--- src/rtl/data_mem_ctrl.sv ---
// Load/store responder: drives one req/ack word-bus transaction per legal command, stalling the pipe meanwhile.
// Latency 3 cycles minimum (issue, REQ, DONE); stall holds the CPU until DONE, illegal commands pulse access_err.
module data_mem_ctrl #(
    parameter int ADDR_W  = 30,
    parameter int TIMEOUT = 16
) (
    input  logic              clk,
    input  logic              reset,
    input  logic              mem_read,
    input  logic              mem_write,
    input  logic [2:0]        size_code,
    input  logic [31:0]       addr,
    input  logic [31:0]       wdata,
    output logic [31:0]       rdata,
    output logic              stall,
    output logic              access_err,
    output logic              bus_err,
    output logic              bus_req,
    output logic              bus_we,
    output logic [ADDR_W-1:0] bus_addr,
    output logic [3:0]        bus_be,
    output logic [31:0]       bus_wdata,
    input  logic [31:0]       bus_rdata,
    input  logic              bus_ack
);

    localparam int CNT_W = $clog2(TIMEOUT + 1);

    localparam logic [1:0] IDLE = 2'd0;
    localparam logic [1:0] REQ  = 2'd1;
    localparam logic [1:0] DONE = 2'd2;

    logic [1:0]       state;
    logic [CNT_W-1:0] tmo_cnt;
    logic             op_load;
    logic [2:0]       op_size;
    logic [1:0]       op_lane;

    logic        size_ok;
    logic        align_ok;
    logic        legal;
    logic [3:0]  st_be;
    logic [31:0] st_wdata;
    logic [31:0] byte_shift;
    logic [7:0]  byte_val;
    logic [15:0] half_val;
    logic [31:0] ld_data;

    always_comb begin
        size_ok  = 1'b0;
        align_ok = 1'b1;
        case (size_code)
            3'b000, 3'b001, 3'b011: size_ok = 1'b1;
            3'b100, 3'b101:         size_ok = !mem_write;
            default:                size_ok = 1'b0;
        endcase
        case (size_code[1:0])
            2'b01:   align_ok = !addr[0];
            2'b11:   align_ok = (addr[1:0] == 2'b00);
            default: align_ok = 1'b1;
        endcase
        legal = (mem_read ^ mem_write) && size_ok && align_ok;
    end

    // Combinational so the PC freezes in the same cycle the command is presented.
    assign stall      = !reset && (((state == IDLE) && legal) || (state == REQ));
    assign access_err = !reset && (state == IDLE) && (mem_read || mem_write) && !legal;

    always_comb begin
        st_be    = 4'b1111;
        st_wdata = wdata;
        case (size_code[1:0])
            2'b00: begin
                st_be    = 4'b0001 << addr[1:0];
                st_wdata = {4{wdata[7:0]}};
            end
            2'b01: begin
                st_be    = addr[1] ? 4'b1100 : 4'b0011;
                st_wdata = {2{wdata[15:0]}};
            end
            default: begin
                st_be    = 4'b1111;
                st_wdata = wdata;
            end
        endcase
    end

    always_comb begin
        byte_shift = bus_rdata >> {op_lane, 3'b000};
        byte_val   = byte_shift[7:0];
        half_val   = op_lane[1] ? bus_rdata[31:16] : bus_rdata[15:0];
        case (op_size)
            3'b000:  ld_data = {{24{byte_val[7]}}, byte_val};
            3'b001:  ld_data = {{16{half_val[15]}}, half_val};
            3'b100:  ld_data = {24'd0, byte_val};
            3'b101:  ld_data = {16'd0, half_val};
            default: ld_data = bus_rdata;
        endcase
    end

    always_ff @(posedge clk) begin
        if (reset) begin
            state     <= IDLE;
            tmo_cnt   <= '0;
            op_load   <= 1'b0;
            op_size   <= 3'b000;
            op_lane   <= 2'b00;
            rdata     <= 32'd0;
            bus_err   <= 1'b0;
            bus_req   <= 1'b0;
            bus_we    <= 1'b0;
            bus_addr  <= '0;
            bus_be    <= 4'b0000;
            bus_wdata <= 32'd0;
        end else begin
            bus_err <= 1'b0;
            case (state)
                IDLE: begin
                    if (legal) begin
                        state     <= REQ;
                        tmo_cnt   <= '0;
                        op_load   <= mem_read;
                        op_size   <= size_code;
                        op_lane   <= addr[1:0];
                        bus_req   <= 1'b1;
                        bus_we    <= mem_write;
                        bus_addr  <= addr[ADDR_W+1:2];
                        bus_be    <= mem_write ? st_be : 4'b0000;
                        bus_wdata <= mem_write ? st_wdata : 32'd0;
                    end
                end
                REQ: begin
                    if (bus_ack || (tmo_cnt == CNT_W'(TIMEOUT - 1))) begin
                        state     <= DONE;
                        bus_req   <= 1'b0;
                        bus_we    <= 1'b0;
                        bus_addr  <= '0;
                        bus_be    <= 4'b0000;
                        bus_wdata <= 32'd0;
                        if (bus_ack) begin
                            if (op_load) rdata <= ld_data;
                        end else begin
                            // Timed-out load returns zero so software never sees stale data.
                            bus_err <= 1'b1;
                            if (op_load) rdata <= 32'd0;
                        end
                    end
                    tmo_cnt <= tmo_cnt + CNT_W'(1);
                end
                DONE:    state <= IDLE;
                default: state <= IDLE;
            endcase
        end
    end

endmodule

--- config.mk ---
export PLATFORM = sky130hd
export DESIGN_NAME = data_mem_ctrl
export DESIGN_NICKNAME = d
export VERILOG_FILES = /design/src/rtl/data_mem_ctrl.sv
export SDC_FILE = /design/constraint.sdc
export NUM_CORES = 1
export LEC_CHECK = 0
export BUFFER_PORTS_ARGS = -buffer_cell sky130_fd_sc_hd__buf_2
export CORE_MARGIN = 3
export CORE_UTILIZATION = 34
export DETAILED_ROUTE_END_ITERATION = 10
export GPL_ROUTABILITY_DRIVEN = 0
export SLEW_MARGIN = 20
export SYNTH_ARGS = -nofsm -noshare
export SYNTH_HDL_FRONTEND = slang
export SYNTH_SLANG_ARGS = --single-unit
--- constraint.sdc ---
create_clock -name clk -period 2.5 [get_ports clk]
set_clock_uncertainty 0.05 [all_clocks]
set_input_delay 0.25 -clock clk [delete_from_list [all_inputs] [get_ports clk]]
set_output_delay 0.25 -clock clk [all_outputs]
set_load 0.02 [all_outputs]
==> summary.txt <==
Flow run
  • Number of max-cap violations: 0

Run status
  • Status: complete, no violations

GRT
  • Overall Global Routing Usage: 19.70%
  • Top Usage Layer GRT: met2
  • Largest net degree at the start of global routing: 58
  • Vias in the first global route: 4942
  • Initial antenna violation count: 2
  • GRT met3 Usage: 6.821%
  • First-pass GRT wire length: 25.29 mm
  • GRT Residual Overflow: 0
  • GR Util met1: 24.31%
  • M2 GR Usage: 31.41%

Clock network
  • H-tree depth: 4
  • CTS sink cnt: 114
  • Clock Path Buffers: 2
  • CTS tree: built
  • Reg clk slew, reported paths: 50 ps
  • Root buffer cell: clkbuf_16
  • Clock latency on the worst-skew pair: 410 ps
  • # Post-CTS Setup Buffers: 0
  • CTS Buf Count: 17

Setup path
  • Startpoint types: flip-flop
  • Setup crit end kind: flip-flop
  • WS Path Type: reg -> reg
  • Critical Path AT: 2590 ps
  • Required time worst endpoint: 2800 ps
  • Max Fanout on Critical Path: 57

Synth
  • Most frequent cell after synthesis: dfxtp_1
  • Post-Syn Area: 4972 sq um
  • Largest cells by area after synthesis: dfxtp_1 46%, mux2i_1 7.9%, a22o_1 5.6%, o21ai_0 4.0%, nand2_1 3.6%
  • Main flop type after synthesis: dfxtp_1
  • Yosys top cell by area: dfxtp_1
  • Seq/Total Area, Yosys: 45.90%
  • Number of synthesized flops with an enable pin: 0
  • Most common library cells after synthesis: 114 x dfxtp_1, 48 x nand2_1, 40 x o21ai_0, 39 x mux2i_1, 32 x a22o_1
  • Netlist cell types: 56
  • Yosys reg bits: 114
  • Cells after Synth: 506
  • Synthesis Warnings: 0
  • Top cell type's share of synthesized area: 45.90%
  • Syn Nets: 613
  • Async SR Flop Fraction: 0%
  • Syn_area_per_cell: 9.827 sq um

Placement
  • HPWL after detailed placement: 11.22 mm
  • I/O Buffers: 206

Power
  • Psw: 1241 uW
  • Seq pwr share: 36.5%
  • Clk pwr share: 52.4%
  • Total power: 5210 uW
  • Leak: 0.003277 uW
  • VDD IR max: 417.7 uV
  • Logic gate share of total power: 11.1%
  • Cell Pwr Density: 727.3 nW/um^2
  • Internal Power: 3969 uW
  • Sw frac: 23.82%

Route
  • Drt via density: 5.247
  • Antenna-violating nets left: 0
  • Drt pass-1 iters: 4
  • DR vias: 4880
  • Residual DRC count: 0
  • Final wirelength: 15.85 mm
  • Wire per inst: 17.05 um
  • DR iter-0 viols: 251

Layout
  • Layout net count: 845
  • Layout cells sized above 1: 38.27%
  • N_diodes: 0
  • Fill cell count: 1311
  • P&R area growth vs syn: 44.09%
  • Sequential Area: 2282 sq um
  • Multi-input logic area: 2475 sq um

Timing
  • Final min period: 2293 ps
  • Final worst path period share: 91.73%
  • Setup TNS Final: 0 ps
  • Fin. Hold Viols: 0
  • Slew Viols, Final: 0
  • Max Fclk: 0.4361 GHz
  • Slew margin rel.: 42.82%
  • RSZ-0062 raised after global routing: no
  • Setup-failing EPs final: 0
  • Worst Tran Pin Value: 857.7 ps

Floorplan
  • Die footprint: 16110 sq um
  • Cell Rows: 43
  • Core area: 14100 sq um
  • Initial Util: 35.27%
  • DIE WIDTH: 126.9 um
  • Die height: 126.9 um
  • Top Ports: 207

Worst hold path
  • HP Class: in -> reg
## cell families after synthesis
family	Yosys count	synth area share, %
and+or+nand+nor	131	13.66
DFF	114	45.90
AOI/OAI and AO/OA	163	25.34
muxes	45	9.436
buffers and inverters	49	4.731
adders and majority gates	3	0.7550
xor gates and xnor gates	1	0.1762
## final cells by class
cell class | count | share of cell area, %
Clock buffer | 20 | 6.514
Clock inverter | 11 | 2.794
Inverter | 9 | 0.4715
Multi-Input combinational cell | 343 | 34.54
Sequential cell | 114 | 31.85
Tap cell | 180 | 3.144
Timing Repair Buffer | 253 | 20.68
## registers in the layout, indices dropped and copies added (netlist names)
signal     count
bus_addr      30
bus_be         4
bus_err        1
bus_req        1
bus_wdata     32
bus_we         1
op_lane        2
op_load        1
op_size        3
rdata         32
state          2
tmo_cnt        5
## power groups by stage
stage / Clock, uW / Sequential (uW) / Combinational [uW]
global route: 2880 / 1910 / 631
detailed placement: 0 / 1940 / 538
floorplan: 0 / 1980 / 269
finish: 2730 / 1900 / 577
CTS: 2790 / 1900 / 574
global placement: 0 / 1940 / 528
## worst paths after layout
| path | endpoint | start | slack, ps | cells after the start |
|---|---|---|---|---|
| max | bus_addr[2] | tmo_cnt[0] | 210 | 8 |
| min | bus_addr[15] | addr[17] | 30 | 2 |
| max reg2reg | bus_addr[2] | tmo_cnt[0] | 210 | 8 |
| min reg2reg | rdata[5] | rdata[5] | 400 | 2 |
## critical path, cell delays in order, from the launching register on
cell and delay (ps):
dfxtp_1 330, ha_1 220, and3_1 200, ha_1 160, or2_2 310, a21oi_1 210
a21boi_4 230, buf_12 290, a22o_1 200
## cell usage in the layout, fill, tap and decap left out, types with 4 or more instances in the layout
cell | Yosys | final
buf_2 | 14 | 206
dfxtp_1 | 114 | 114
nand2_1 | 48 | 48
o21ai_0 | 40 | 40
mux2i_1 | 39 | 39
a22o_1 | 32 | 32
dlygate4sd3_1 | 0 | 29
a21oi_1 | 23 | 23
nor2_1 | 19 | 18
clkbuf_16 | 0 | 17
a32o_1 | 16 | 16
buf_4 | 3 | 16
nand2b_1 | 12 | 12
or3_1 | 10 | 10
o2bb2ai_2 | 10 | 10
inv_1 | 8 | 8
nor2b_1 | 8 | 8
o2bb2ai_1 | 8 | 8
o31ai_1 | 6 | 6
o211ai_1 | 6 | 6
and3b_1 | 6 | 6
a211o_1 | 6 | 6
mux2_2 | 5 | 5
nand3_1 | 5 | 5
bufinv_16 | 0 | 5
nor3_1 | 4 | 4
nand3b_1 | 4 | 4
## metrics by stage
step	setup slack (ps)	util (%)	hold slack, ps	area [sq um]	std cells
2_1_floorplan	349.7	-	279.3	4972	506
3_3_place_gp	327.1	44.04	379.0	6207	870
3_5_place_dp	222.7	44.04	387.9	6207	870
4_1_cts	207.3	50.83	2.049	7164	930
5_1_grt	58.90	50.83	9.991	7164	930
6_report	206.7	50.83	26.57	7164	930
## repair_timing
| action | in CTS | in global routing |
|---|---|---|
| gates resized for setup | 0 | 0 |
| endpoints found under the setup margin | 0 | 0 |
| hold buffers | 29 | 0 |
| endpoints found under the hold margin | 29 | 0 |
## metal layers
| layer | vias up | part of all wire, % |
|---|---|---|
| met5 | - | 0.17 |
| met4 | 4 | 2.3 |
| met3 | 31 | 9.1 |
| met2 | 209 | 46 |
| met1 | 2300 | 43 |
| li1 | 2336 | - |
Power figures use the tool's default switching activity.
